### src/rtl/game_pkg.sv
// Shared constants and state encoding for the game frame-buffer writer.
package game_pkg;

    localparam int unsigned AW_DEF = 6;
    localparam int unsigned DW_DEF = 6;

    // RGB222 colours, ordered {R[1:0],G[1:0],B[1:0]}
    localparam logic [5:0] RED   = 6'b110000;
    localparam logic [5:0] GREEN = 6'b001100;
    localparam logic [5:0] BLUE  = 6'b000011;

    typedef enum logic [1:0] {
        CLEAR,
        IDLE,
        WR_OLD,
        WR_NEW
    } state_t;

endpackage

### src/rtl/button_debounce.sv
// Raw push-button to one-cycle rising-edge pulse: 2-FF sync, level debounce, edge detect.
module button_debounce #(
    parameter int unsigned DEB_CYCLES = 250000
) (
    input  logic clk,
    input  logic rst,
    input  logic btn_in,
    output logic pulse
);

    localparam int unsigned CW = (DEB_CYCLES > 1) ? $clog2(DEB_CYCLES) : 1;

    logic [1:0]    r_sync;
    logic          r_stable;
    logic [CW-1:0] r_cnt;
    logic          r_pulse;
    logic          w_accept;

    // The level must differ for DEB_CYCLES consecutive cycles before it is taken
    assign w_accept = (r_sync[1] != r_stable) && (r_cnt == CW'(DEB_CYCLES - 1));

    always_ff @(posedge clk or negedge rst) begin
        if (!rst) begin
            r_sync   <= '0;
            r_stable <= 1'b0;
            r_cnt    <= '0;
            r_pulse  <= 1'b0;
        end else begin
            r_sync  <= {r_sync[0], btn_in};
            r_pulse <= w_accept && r_sync[1];
            if (r_sync[1] == r_stable) begin
                r_cnt <= '0;
            end else if (w_accept) begin
                r_stable <= r_sync[1];
                r_cnt    <= '0;
            end else begin
                r_cnt <= r_cnt + CW'(1);
            end
        end
    end

    assign pulse = r_pulse;

endmodule

### src/rtl/game_px_writer.sv
// Button-driven cursor over a tile board, painted into the VGA frame buffer via its write port.
module game_px_writer
    import game_pkg::*;
#(
    parameter int unsigned     AW         = AW_DEF,
    parameter int unsigned     DW         = DW_DEF,
    parameter int unsigned     N_TILES    = 16,
    parameter int unsigned     DEB_CYCLES = 250000,
    parameter logic [DW-1:0]   BG_COLOR   = DW'(BLUE),
    parameter logic [DW-1:0]   TILE_COLOR = DW'(GREEN),
    parameter logic [DW-1:0]   CUR_COLOR  = DW'(RED)
) (
    input  logic          clk,
    input  logic          rst,
    input  logic          in1,
    input  logic          in2,
    output logic [AW-1:0] mem_px_addr,
    output logic [DW-1:0] mem_px_data,
    output logic          px_wr,
    output logic [3:0]    cursor,
    output logic          busy
);

    localparam int unsigned SW = AW + 1;

    logic          w_right;
    logic          w_left;

    state_t        r_state;
    logic [SW-1:0] r_sweep;
    logic [3:0]    r_cursor;
    logic [AW-1:0] r_addr;
    logic [DW-1:0] r_data;
    logic          r_wr;
    logic          r_busy;

    state_t        w_state_nxt;
    logic [SW-1:0] w_sweep_nxt;
    logic [3:0]    w_cursor_nxt;
    logic [AW-1:0] w_addr_nxt;
    logic [DW-1:0] w_data_nxt;
    logic          w_wr_nxt;
    logic          w_busy_nxt;

    button_debounce #(.DEB_CYCLES(DEB_CYCLES)) u_btn_right (
        .clk    (clk),
        .rst    (rst),
        .btn_in (in1),
        .pulse  (w_right)
    );

    button_debounce #(.DEB_CYCLES(DEB_CYCLES)) u_btn_left (
        .clk    (clk),
        .rst    (rst),
        .btn_in (in2),
        .pulse  (w_left)
    );

    // State names the phase whose write is on the outputs during this cycle
    always_comb begin
        w_state_nxt  = r_state;
        w_sweep_nxt  = r_sweep;
        w_cursor_nxt = r_cursor;
        w_addr_nxt   = r_addr;
        w_data_nxt   = r_data;
        w_wr_nxt     = 1'b0;
        w_busy_nxt   = 1'b1;
        case (r_state)
            CLEAR: begin
                w_wr_nxt = 1'b1;
                if (r_sweep[AW]) begin
                    w_addr_nxt  = AW'(r_cursor);
                    w_data_nxt  = CUR_COLOR;
                    w_state_nxt = WR_NEW;
                end else begin
                    w_addr_nxt  = r_sweep[AW-1:0];
                    w_data_nxt  = (r_sweep < SW'(N_TILES)) ? TILE_COLOR : BG_COLOR;
                    w_sweep_nxt = r_sweep + SW'(1);
                end
            end
            IDLE: begin
                w_busy_nxt = 1'b0;
                if (w_right ^ w_left) begin
                    if (w_right) begin
                        w_cursor_nxt = (r_cursor == 4'(N_TILES - 1)) ? 4'd0 : r_cursor + 4'd1;
                    end else begin
                        w_cursor_nxt = (r_cursor == 4'd0) ? 4'(N_TILES - 1) : r_cursor - 4'd1;
                    end
                    w_wr_nxt    = 1'b1;
                    w_busy_nxt  = 1'b1;
                    w_addr_nxt  = AW'(r_cursor);
                    w_data_nxt  = TILE_COLOR;
                    w_state_nxt = WR_OLD;
                end
            end
            WR_OLD: begin
                w_wr_nxt    = 1'b1;
                w_addr_nxt  = AW'(r_cursor);
                w_data_nxt  = CUR_COLOR;
                w_state_nxt = WR_NEW;
            end
            WR_NEW: begin
                w_busy_nxt  = 1'b0;
                w_state_nxt = IDLE;
            end
            default: begin
                w_state_nxt = CLEAR;
            end
        endcase
    end

    always_ff @(posedge clk or negedge rst) begin
        if (!rst) begin
            r_state  <= CLEAR;
            r_sweep  <= '0;
            r_cursor <= '0;
            r_addr   <= '0;
            r_data   <= BG_COLOR;
            r_wr     <= 1'b0;
            r_busy   <= 1'b1;
        end else begin
            r_state  <= w_state_nxt;
            r_sweep  <= w_sweep_nxt;
            r_cursor <= w_cursor_nxt;
            r_addr   <= w_addr_nxt;
            r_data   <= w_data_nxt;
            r_wr     <= w_wr_nxt;
            r_busy   <= w_busy_nxt;
        end
    end

    assign mem_px_addr = r_addr;
    assign mem_px_data = r_data;
    assign px_wr       = r_wr;
    assign cursor      = r_cursor;
    assign busy        = r_busy;

endmodule

### config.mk
export PLATFORM = sky130hd
export DESIGN_NAME = game_px_writer
export DESIGN_NICKNAME = d
export VERILOG_FILES = /design/src/rtl/game_pkg.sv /design/src/rtl/button_debounce.sv /design/src/rtl/game_px_writer.sv
export SDC_FILE = /design/constraint.sdc
export NUM_CORES = 1
export LEC_CHECK = 0
export BUFFER_PORTS_ARGS = -buffer_cell sky130_fd_sc_hd__buf_2
export CORE_MARGIN = 2
export CORE_UTILIZATION = 55
export CTS_BUF_LIST = sky130_fd_sc_hd__clkbuf_2 sky130_fd_sc_hd__clkbuf_4 sky130_fd_sc_hd__clkbuf_8
export DETAILED_ROUTE_END_ITERATION = 8
export PLACE_DENSITY = 0.74
export SLEW_MARGIN = 20
export SYNTH_ARGS = -nofsm -noshare
export SYNTH_HDL_FRONTEND = slang
export SYNTH_SLANG_ARGS = --single-unit
### constraint.sdc
create_clock -name clk -period 2.5 [get_ports clk]
set_input_delay 0.5 -clock clk [delete_from_list [all_inputs] [get_ports clk]]
set_output_delay 0.5 -clock clk [all_outputs]
set_load 0.02 [all_outputs]
; Word level (Yosys, flattened, before mapping)
; Cells that the tools add are included.
; Widths: inputs -> output; s select.
[word_totals]
word_cells = 73
ram_bits = 0
register_bits = 71
out_inout_bits = 18
romBits = 0
mem_count = 0
inputBits = 4
latch_bits = 0
[op_classes]
n_bitwise = 4
mul = 0
add_sub_neg = 5
reduce_logical = 14
eq_ne = 12
shifts = 0
mux = 21
order_cmp = 1
div = 0
[ops]
columns = cell, count
row1 = $mux 18, 4
row2 = $add 18x1->18 const B, 2
row3 = $eq 18x18->1 const B, 2
row4 = $pmux 6 s3, 2
row5 = $mux 6, 4
row6 = $mux 4, 4
row7 = $reduce_and 2->1, 6
row8 = $pmux 2 s4, 1
row9 = $add 7x1->7 const B, 1
row10 = $lt 7x5->1 const B, 1
row11 = $mux 7, 1
row12 = $add 4x1->4 const B, 1
row13 = $eq 2x2->1 const B, 2
row14 = $eq 4x4->1 const B, 1
row15 = $logic_and 1x1->1, 4
row16 = $logic_not 4->1, 1
row17 = $mux 2, 2
row18 = $ne 2x2->1 const B, 2
row19 = $pmux 1 s2, 2
row20 = $sub 4x1->4 const B, 1
row21 = $not 1->1, 3
row22 = $reduce_bool 3->1, 1
row23 = $eq 1x1->1, 2
row24 = $eq 2x1->1 const B, 1
row25 = other kinds (5), 6

; Logic depth before layout (Yosys ltp)
[logic_depth]
depth_word = 4
mapped_depth = 7
mapped_depth_nobuf = 6

; Modules after synthesis
; From an unflattened synthesis, not the netlist that was laid out.
[unflattened]
cells_unflattened = 318
hier_area_um2 = 3330.7
[by_module_without_submodules]
columns = mod, area_per_inst_um2, cells_each, seq_area_each_um2, n_inst
row1 = button_debounce, 1027.2, 99, 550.5, 2
row2 = game_px_writer, 1276.2, 120, 603.1, 1

; Least setup slack after synthesis
; OpenSTA, ideal clock, no wires.
[synth_timing]
kind = register -> register
start = register u_btn_right.r_cnt[0]
end = register u_btn_right.r_cnt[16]
arrival_time_ps = 1693
setup_time_ps = 78
slack_ps = 729
stages_incl_launch_ff = 6
synth_period_minus_slack_ps = 1771
t_required_ps = 2422
n_path_buf = 0
path_cell_list = dfrtp_1 > ha_1 > nand3_2 > or4_1 > or3_1 > a21oi_1
[synth_via]
elab_chain_len = 4
elab_cells_between_ends = 5
[synth_rtl]
columns = item, line_no
row1 = from (decl), button_debounce.sv:15  ; logic [CW-1:0] r_cnt;
row2 = from (signal assigned), button_debounce.sv:37  ; r_cnt <= r_cnt + CW'(1);
row3 = "parallel branches: the longest is 2 deep, another holds $add 18x1->18", n/a
row4 = $mux 18 (*), button_debounce.sv:33  ; end else if (w_accept) begin
row5 = $mux 18 (*), button_debounce.sv:31  ; if (r_sync[1] == r_stable) begin
; Every way passes the cells marked *.
; A chain may end at the register's enable or synchronous reset.

; Final worst setup path
[layout_timing]
start = register r_state[0]
end = register r_data[4] (netlist: mem_px_data[4])
[layout_via]
elab_chain_len = 3
elab_cells_between_ends = 7
[layout_rtl]
columns = item, line_no
row1 = from (decl), game_px_writer.sv:29  ; state_t r_state;
row2 = from (signal assigned), game_px_writer.sv:122  ; r_state <= w_state_nxt;
row3 = $eq 2x1->1 (tied with other cells), game_px_writer.sv:68  ; case (r_state)
row4 = $ne 2x2->1 (no line) / $reduce_bool 3->1 (equally long branches), n/a
row5 = $reduce_and 2->1 (no line), n/a
row6 = to (signal assigned), game_px_writer.sv:126  ; r_data <= w_data_nxt;
row7 = to (decl), game_px_writer.sv:33  ; logic [DW-1:0] r_data;
; Parallel ways exist; a longest one is shown, timed or not.

==> impl_results.md <==
* Layout net count at 362
* Final design instance area without fill at 3736 um2
* Clock latency reported for the late side of the worst-skew pair at 340 ps
* EDFF count, synth at 0
* Effective utilization at floorplan at 56.53%
* Syn. warnings at 0
* Most used DFF post-synth: dfrtp_1
* Critical Path RT at 2730 ps
* Power density over the cells at 576.1 nW/um2
* Slew Limit Headroom at 54.47%
* Worst setup path category: register to register
* Net switching power figure at 0.0004667 W
* Final Max Tran Viols at 0
* Endpoint kind of the worst setup timing path: register
* Proportion of register bits with asynchronous set or reset after synthesis at 100.0%
* Number of buffers inserted during clock tree synthesis at 9
* I/O pins at 22
* Total DRC errors in the routed layout at 0
* Initial antenna violation count at 0
* Status: complete, no violations
* Number of input and output port buffers inserted at 21
* Maximum number of pins on one net before global-route repair at 43
* Number of different library cells in the post-synthesis netlist at 45
* Layout overhead on the synthesized area at 12.30%
* Area of the placeable core at 5886 um2
* Net count of the mapped netlist at 335
* Clock transition at the registers of the reported paths at 70 ps
* Longest Clk Path Bufs at 2
* Highest ir drop seen on vdd at 0.2926 mV
* Total vias in the final route at 2,459
* Placed standard-cell area at 3521 um2
* Number of maximum-capacitance constraint violations at 0
* GRT Residual Overflow at 0
* HPWL reported at the end of detailed placement at 4236 um
* Number of antenna cells inserted at 0
* Path type of the worst min-delay path: primary input to asynchronous set/reset pin
* Placer Congestion at 0.8332
* First-pass GRT wire length at 10,680 um
* Max FO, Critical Path at 8
* Layout cell share with drive strength beyond 1 at 15.63%
* Wire length reported by the detailed router at 6247 um
* Hold Vio Cnt, Final at 0
* Sequential group share of total power at 52.1%
* Post-detailed-route via-to-cell ratio at 5.759
* Most frequent cells in the layout: dfrtp_1, nor2_1, xnor2_1
* Number of nets with antenna violations after routing at 0
* Setup slack of the critical path after layout at 573.4 ps
* Die outline width at 81.78 um
* Post-Syn Area per Cell at 10.40 um2
* Hold buffer count at CTS at 0
* Share of power burned in combinational logic at 2.6%
* Clock H-tree levels at 3
* Sw Ratio at 21.69%
* Synth Register Bits at 68
* Total setup violations reported at the end of the flow at 0
* Row count at 28
* Number of global-route vias before repair at 2,362
* Overall power at 0.002152 W
* Share of the clock period used by the worst path after layout at 77.07%
* Leakage power at 1.706 nW
* Crit start category: register
* Floorplan die area at 6687 um2
* Clock net sink count at 68
* Wire length per cell after detailed routing at 14.63 um
* Most common library cell in the layout ignoring fill and taps: dfrtp_1
* Fin util at 63.48%
* Overall routing resource usage at 20.96%
* Measured slew at the worst slew-check pin at 680.4 ps
* Sum Neg Setup Slack at 0 ps
* F_max at 519.0 MHz
* Sequential cell area fraction in the yosys report at 51.22%
* Summed instance area of the synthesized netlist at 3327 um2
* Number of setup buffers added after CTS at 0
* CP arrival at 2160 ps
* Filler Cells Inserted at 463
* Clock tree from TritonCTS: done
* Gate count of the mapped netlist at 320
* Buffer type at the clock tree root: clkbuf_8
* Unrepaired setup endpoints after global routing: no
* Layout Skew at 10.70 ps
* Number of gates given a new drive strength after cts at 0
* Count of routing violations after the opening detailed-route iteration at 96
* Relative contribution of the clock network to total power at 45.3%
* Internal power summed over all cells at 0.001686 W
* Die Y-Extent at 81.78 um
* Detailed Routing Iterations Pass 1 at 4
* Final Critical Period at 1927 ps
* Dpl ws at 578.0 ps
## cells in the mapped netlist (3+ instances only)
library cell | n | area share (%)
a21oi_1 | 13 | 2.0
and3_1 | 4 | 0.75
or4_1 | 5 | 1.1
xnor2_1 | 23 | 6.1
ha_1 | 11 | 4.1
mux2i_1 | 7 | 2.1
nor2_1 | 45 | 5.1
nand2_1 | 19 | 2.1
nand3_1 | 14 | 2.1
mux2_2 | 4 | 1.4
clkbuf_1 | 4 | 0.45
xor2_1 | 15 | 3.9
dfrtp_1 | 66 | 50
o21ai_0 | 6 | 0.90
inv_1 | 13 | 1.5
nand4_1 | 11 | 2.1
and4_1 | 3 | 0.79
buf_4 | 4 | 0.90
a31oi_1 | 3 | 0.56
nor3_1 | 7 | 1.1
nor4_1 | 11 | 2.1
## layout make-up
type / count / area, um2 / share of cell area [%]
Clock buffer: 9 / 123.9 / 3.315
Sequential cell: 68 / 1704 / 45.61
Multi-Input combinational cell: 229 / 1519 / 40.66
Timing Repair Buffer: 26 / 155.1 / 4.153
Tap cell: 75 / 93.84 / 2.512
Clock inverter: 7 / 91.34 / 2.445
Inverter: 13 / 48.80 / 1.306
## sequential cells by signal, summed over array words and instances, names as in the netlist
name	cells
u_btn_left.r_cnt	18
u_btn_right.r_cnt	18
r_sweep	7
mem_px_addr	6
cursor	4
mem_px_data	3
r_state	2
u_btn_left.r_sync	2
u_btn_right.r_sync	2
busy	1
px_wr	1
u_btn_left.pulse	1
u_btn_left.r_stable	1
u_btn_right.pulse	1
u_btn_right.r_stable	1
## layer usage
metal,share of wire (%),vias to the layer above,GRT usage (%)
met5,0,-,0
met1,47,1198,27.20
met4,1.6,0,9.000
met3,4.7,10,5.165
li1,-,1177,-
met2,47,74,33.50
## kinds of logic (layout without fill, tap and decap cells)
family | after synthesis | in the layout | synth area share [%]
flip-flops | 68 | 68 | 51.22
buffers and inverters | 23 | 55 | 3.121
AND/OR/NAND/NOR | 132 | 132 | 20.57
XOR/XNOR | 38 | 38 | 10.00
multiplexers | 11 | 11 | 3.460
adder cells (fa/ha/maj) | 11 | 11 | 4.137
AO/OA/AOI/OAI | 37 | 37 | 7.484
## stage by stage
step                cells  hold WS, ps
global placement      411        340.5
floorplan             320        204.4
global route          427        210.0
detailed placement    411        344.9
CTS                   427        187.7
finish                427        165.3
## critical path: stages (launching register included)
cell	delay (ps)
dfrtp_1	430
inv_1	100
ha_1	350
nor2_1	560
a21oi_1	90
mux2_2	290
## power by group through the flow
stage                     Combinational [W]  Sequential (W)  Clock, W
after floorplan                   0.0000222         0.00114         0
after global placement            0.0000566         0.00114         0
after detailed placement          0.0000575         0.00114         0
after CTS                         0.0000580         0.00112  0.000996
after global routing              0.0000652         0.00112   0.00105
final                             0.0000554         0.00112  0.000975
## path summary, 6_finish.rpt
path	start	end	slack, ps	depth (start not counted)
setup / recovery	r_state[0]$_DFFE_PN0P_	mem_px_data[4]$_DFFE_PN0P_	570	5
hold / removal	rst	u_btn_left.r_cnt[10]$_DFF_PN0_	170	1
setup reg to reg	r_state[0]$_DFFE_PN0P_	mem_px_data[4]$_DFFE_PN0P_	570	5
hold reg to reg	u_btn_right.r_sync[0]$_DFF_PN0_	u_btn_right.r_sync[1]$_DFF_PN0_	360	0
max in group asynchronous	rst	mem_px_data[1]$_DFFE_PN1P_	1640	2
min in group clk	in2	u_btn_left.r_sync[0]$_DFF_PN0_	260	1
No activity file was read; power rests on OpenSTA's default activity.
